### config.mk
export PLATFORM = sky130hd
export DESIGN_NAME = logic_reduce_flat
export DESIGN_NICKNAME = d
export VERILOG_FILES = /design/src/rtl/logic_reduce_if.sv /design/src/rtl/logic_reduce.sv /design/src/flat_wrapper.sv
export SDC_FILE = /design/constraint.sdc
export NUM_CORES = 1
export LEC_CHECK = 0
export ABC_AREA = 1
export CORE_MARGIN = 2
export CORE_UTILIZATION = 50
export CTS_BUF_LIST = sky130_fd_sc_hd__clkbuf_2
export DETAILED_ROUTE_END_ITERATION = 10
export PLACE_DENSITY = 0.82
export SLEW_MARGIN = 30
export SYNTH_ARGS = -nofsm -noshare
export SYNTH_HDL_FRONTEND = slang
export SYNTH_SLANG_ARGS = --single-unit
### constraint.sdc
create_clock -name clk -period 3.3 [get_ports clk]
set_input_delay 0.825 -clock clk [delete_from_list [all_inputs] [get_ports clk]]
set_output_delay 0.825 -clock clk [all_outputs]
set_load 0.03 [all_outputs]
### src/rtl/logic_reduce_if.sv
// Stream bundle for logic_reduce: input word handshake and per-frame result handshake.
// slave = reduction unit side, master = producer/consumer side; out_count only with LOGIC_REDUCE_COUNT_EN.
interface logic_reduce_if #(
    parameter int WIDTH = 8
`ifdef LOGIC_REDUCE_COUNT_EN
    , parameter int CNT_W = 16
`endif
);
    logic             in_valid;
    logic             in_ready;
    logic [WIDTH-1:0] in_data;
    logic             in_last;
    logic [1:0]       op;
    logic             out_valid;
    logic             out_ready;
    logic [WIDTH-1:0] out_data;
`ifdef LOGIC_REDUCE_COUNT_EN
    logic [CNT_W-1:0] out_count;
`endif

    modport slave (
        input  in_valid, in_data, in_last, op, out_ready,
`ifdef LOGIC_REDUCE_COUNT_EN
        output out_count,
`endif
        output in_ready, out_valid, out_data
    );

    modport master (
        output in_valid, in_data, in_last, op, out_ready,
`ifdef LOGIC_REDUCE_COUNT_EN
        input  out_count,
`endif
        input  in_ready, out_valid, out_data
    );
endinterface

### src/rtl/logic_reduce.sv
// Streaming bitwise reduction: folds each framed word stream with AND/OR/XOR/NAND into one result.
// Ports: clk, rst (sync, active-high), bus (logic_reduce_if.slave); LOGIC_REDUCE_COUNT_EN adds out_count.
module logic_reduce #(
    parameter int WIDTH = 8,
    parameter int CNT_W = 16
) (
    input  logic          clk,
    input  logic          rst,
    logic_reduce_if.slave bus
);
    typedef enum logic [1:0] {IDLE, ACC, HOLD} state_t;

    state_t           state_q, state_d;
    logic [WIDTH-1:0] acc_q, acc_d;
    logic [WIDTH-1:0] res_d, out_data_q;
    logic [1:0]       op_q, op_eff;
    logic             take, first, last_take;

    if (WIDTH < 1 || CNT_W < 1) begin : g_bad_param
        $error("logic_reduce: WIDTH and CNT_W must be >= 1");
    end

    // Result leaving HOLD frees the unit in the same cycle.
    assign bus.in_ready  = (state_q != HOLD) || bus.out_ready;
    assign bus.out_valid = (state_q == HOLD);
    assign bus.out_data  = out_data_q;

    assign take      = bus.in_valid && bus.in_ready;
    // Any accepted beat outside ACC opens a frame (IDLE, or HOLD while draining).
    assign first     = take && (state_q != ACC);
    assign last_take = take && bus.in_last;
    assign op_eff    = first ? bus.op : op_q;

    always_comb begin
        acc_d = acc_q;
        if (first) begin
            acc_d = bus.in_data;
        end else begin
            unique case (1'b1)
                op_q == 2'b01: acc_d = acc_q | bus.in_data;
                op_q == 2'b10: acc_d = acc_q ^ bus.in_data;
                default:       acc_d = acc_q & bus.in_data;
            endcase
        end
        // NAND folds as AND and inverts once at the end.
        res_d = (op_eff == 2'b11) ? ~acc_d : acc_d;
    end

    always_comb begin
        state_d = state_q;
        case (state_q)
            IDLE, ACC: begin
                if (last_take)
                    state_d = HOLD;
                else if (take)
                    state_d = ACC;
            end
            HOLD: begin
                if (bus.out_ready) begin
                    if (last_take)
                        state_d = HOLD;
                    else if (take)
                        state_d = ACC;
                    else
                        state_d = IDLE;
                end
            end
            default: state_d = IDLE;
        endcase
    end

    always_ff @(posedge clk) begin
        if (rst) begin
            state_q    <= IDLE;
            acc_q      <= '0;
            op_q       <= 2'b00;
            out_data_q <= '0;
        end else begin
            state_q <= state_d;
            if (take)
                acc_q <= acc_d;
            if (first)
                op_q <= bus.op;
            if (last_take)
                out_data_q <= res_d;
        end
    end

`ifdef LOGIC_REDUCE_COUNT_EN
    localparam logic [CNT_W-1:0] CNT_MAX = '1;

    logic [CNT_W-1:0] cnt_q, cnt_d, out_count_q;

    always_comb begin
        cnt_d = cnt_q;
        if (first)
            cnt_d = CNT_W'(1);
        else if (cnt_q != CNT_MAX)
            cnt_d = cnt_q + CNT_W'(1);
    end

    always_ff @(posedge clk) begin
        if (rst) begin
            cnt_q       <= '0;
            out_count_q <= '0;
        end else begin
            if (take)
                cnt_q <= cnt_d;
            if (last_take)
                out_count_q <= cnt_d;
        end
    end

    assign bus.out_count = out_count_q;
`endif
endmodule

### src/flat_wrapper.sv
// flat-port wrapper written by rule: the top's interface ports become plain ports
module logic_reduce_flat 
#(
    parameter int WIDTH = 8,
    parameter int CNT_W = 16
)
  (clk, rst, bus_in_valid, bus_in_data, bus_in_last, bus_op, bus_out_ready, bus_in_ready, bus_out_valid, bus_out_data);
  logic_reduce_if #(.WIDTH(WIDTH)) bus_i ();
  input  logic clk;
  input  logic rst;
  input wire logic [$bits(bus_i.in_valid)-1:0] bus_in_valid;
  input wire logic [$bits(bus_i.in_data)-1:0] bus_in_data;
  input wire logic [$bits(bus_i.in_last)-1:0] bus_in_last;
  input wire logic [$bits(bus_i.op)-1:0] bus_op;
  input wire logic [$bits(bus_i.out_ready)-1:0] bus_out_ready;
  output wire logic [$bits(bus_i.in_ready)-1:0] bus_in_ready;
  output wire logic [$bits(bus_i.out_valid)-1:0] bus_out_valid;
  output wire logic [$bits(bus_i.out_data)-1:0] bus_out_data;
  assign bus_i.in_valid = bus_in_valid;
  assign bus_i.in_data = bus_in_data;
  assign bus_i.in_last = bus_in_last;
  assign bus_i.op = bus_op;
  assign bus_i.out_ready = bus_out_ready;
  assign bus_in_ready = bus_i.in_ready;
  assign bus_out_valid = bus_i.out_valid;
  assign bus_out_data = bus_i.out_data;
  logic_reduce #(.WIDTH(WIDTH), .CNT_W(CNT_W)) u_core (.clk(clk), .rst(rst), .bus(bus_i));
endmodule
==> flow_metrics.py, run 1 <==
metrics = {
    "logic_synthesis": {
        "synth_fa_ha_area_frac": 0.143,
        "yosys_warnings": 0,
        "netlist-cell-type-count": 20,
        "ys_ff_latch": 20,
        "synth-simple-area-share": 0.337,
        "synthXorXnorAreaFrac": 0,
        "synth-async-reset-ratio": 0,
        "synthCells": 249,
        "synth_compound_area_frac": 0.113,
        "ys.flop_type": "dfxtp_1",
        "muxShareOfSynthArea": 0,
        "synth_edf_count": 0,
        "ys_seq_area_frac": 0.255,
        "synth.avg_cell_area_um2": 6.32,
        "syn_area_um2": 1570,
        "synth.net_count": 282,
        "synth_top_family_by_area": "simple AND/OR/NAND/NOR gates",
    },
    "routing": {
        "first_pass_iters": 4,
        "drt_wl_total_mm": 3.24,
        "drtIter0Drc": 60,
        "avgViaCountPerCell": 4.73,
        "drc_errors": 0,
        "vias": 1480,
        "wire_per_inst_um": 10.4,
        "antenna_left": 0,
    },
    "sta": {
        "clock_skew_ns": 0.00233,
        "setup_violations": 0,
        "fin_crit_sh": 0.878,
        "post-route-min-period_ns": 2.90,
        "setup_tns_ns": 0,
        "finalHoldViolCount": 0,
        "worst_pin_slew_ns": 0.551,
        "whs_ns": 0.553,
        "rsz0062_at_grt": "false",
        "drv_slew": 0,
        "maxSlewHeadroom": 0.631,
        "fmax_mhz": 345,
    },
    "worst_hold_path": {
        "worstHoldStart": "u_core.op_q[0]",
        "hold_depth": 2,
        "min_to": "u_core.op_q[0]",
        "hold_path.class": "reg -> reg",
    },
    "cells_and_area": {
        "finalInstanceArea_um2": 1850,
        "area_growth_pct": 17.3,
        "final_common_cell": "nand2_1",
        "diodes": 0,
        "fin_nets": 303,
        "layout_common_cells": "85 x nand2_1, 48 x inv_1, 24 x clkdlybuf4s50_1",
        "drive_above_1_share": 0.0558,
    },
    "die": {
        "die_w_um": 60.1,
        "design.core.area_um2": 3030,
        "ios": 25,
        "rows": 20,
        "die_h_um": 60.1,
        "start_util": 0.519,
        "dieArea_um2": 3610,
    },
    "cts": {
        "cts_hold_buffers": 0,
        "post-cts-setup-buffers": 0,
        "cts-root-buf": "clkbuf_2",
        "cts_resized": 0,
        "cts_buffer_depth": 2,
        "cts_tree": "built",
        "htree_levels": 1,
        "cts_sinks": 20,
        "clk_pin_slew_worst_paths_ns": 0.19,
        "cts_buffers": 3,
        "insertion_delay_ns": 0.32,
    },
    "critical_path": {
        "cp-start-kind": "primary input",
        "rr_endpoint": "u_core.bus.out_data[6]",
        "worstSetupPathType": "in -> out",
        "rrSetupSlack_ns": 1.41,
        "cp-end-kind": "output pin",
        "worstPathMaxFanout": 2,
        "cp.arrival_ns": 2.07,
        "timing.rr.start": "u_core.state_q[1]",
        "required_ns": 2.47,
        "ff2ff_path_depth": 9,
    },
    "job": {
        "cap_violations": 0,
    },
    "grt": {
        "grt-ovfl-total": 0,
        "grt_use_total": 0.197,
        "antenna_found_initial": 0,
        "grt_pass1_vias": 1245,
        "grt_max_degree": 19,
        "grt_pass1_wl_mm": 5.44,
    },
    "placement": {
        "place_hpwl_mm": 2.36,
        "place.gp.congestion": 0.745,
        "placed_area_um2": 1830,
        "port_buffers": 24,
    },
    "power_and_ir_drop": {
        "powerDensity_nw_per_um2": 308,
        "ir_drop_v": 0.000210,
        "power.leakage_uw": 0.00102,
    },
    "outcome": {
        "status": "completed",
    },
}
## state kept, by name, indices dropped and copies added (netlist names)
name                 cells
u_core.bus.out_data      8
u_core.op_q              2
u_core.acc_q             8
u_core.state_q           2
## metrics by stage
| stage | power [uW] | util | setup WS (ns) | std cells |
|---|---|---|---|---|
| floorplan | 409 | - | 1.25 | 249 |
| global placement | 465 | 0.603 | 0.398 | 309 |
| detailed placement | 469 | 0.603 | 0.392 | 309 |
| CTS | 575 | 0.610 | 0.392 | 313 |
| global route | 615 | 0.610 | 0.347 | 313 |
| finish | 569 | 0.610 | 0.402 | 313 |
## cells in the mapped netlist, types with 3 or more instances
cell / n / area (um2)
a21oi_1: 19 / 95.1
buf_2: 3 / 15.0
clkbuf_1: 4 / 15.0
dfxtp_1: 20 / 400
ha_1: 18 / 225
inv_1: 48 / 180
nand2_1: 85 / 319
nand2_4: 3 / 33.8
nand3_1: 12 / 60.1
nand4_1: 10 / 62.6
o21ai_0: 15 / 75.1
## area by class of cell
type / instances / area (um2)
Multi-Input combinational cell: 170 / 932
Inverter: 49 / 184
Sequential cell: 20 / 400
Tap cell: 44 / 55.1
Fill cell: 314 / 1180
Timing Repair Buffer: 26 / 255
Clock inverter: 1 / 3.75
Clock buffer: 3 / 15.0
## critical path, cell delays in order
cell	delay (ns)
clkdlybuf4s50_1	0.45
inv_1	0.04
nand3_2	0.08
clkdlybuf4s50_1	0.68
## report_power, final
group	total (uW)	leakage, uW	internal [uW]	switching [uW]
sequential	269	0.000165	260	9.51
clock	105	0.0000140	26.4	78.8
combinational	194	0.000842	74.9	119
total	569	0.00102	361	208
## worst max-delay path by stage
stage	from	to	slack (ns)	depth (start not counted)
2_1_floorplan	bus_out_ready	bus_in_ready	1.25	3
3_3_place_gp	bus_out_ready	bus_in_ready	0.40	4
3_5_place_dp	bus_out_ready	bus_in_ready	0.39	4
4_1_cts	bus_out_ready	bus_in_ready	0.39	4
5_1_grt	bus_out_ready	bus_in_ready	0.35	4
6_report	bus_out_ready	bus_in_ready	0.40	4
## layer usage
| metal | part of all wire | track usage |
|---|---|---|
| met1 | 0.50 | 0.271 |
| met4 | 0.0099 | 0.0762 |
| met2 | 0.44 | 0.314 |
| met3 | 0.050 | 0.0195 |
| met5 | 0 | 0 |
## kinds of logic after synthesis
logic type      Yosys count
compound gates           35
flops                    20
fa+ha+maj                18
buf+inv                  59
simple gates            117
(Power assumes the default switching activity.)
==> run 2, diff against run 1 <==
ABC_CLOCK_PERIOD_IN_PS = 3300   (was not set)
GPL_ROUTABILITY_DRIVEN = 1   (was not set)
==> results of run 2 <==
Final layout, timing and power as in run 1 (identical DEF).
==> run 3, diff against run 2 <==
CAP_MARGIN = 20   (was not set)
==> results of run 3 <==
Final layout, timing and power as in run 1 (identical DEF).
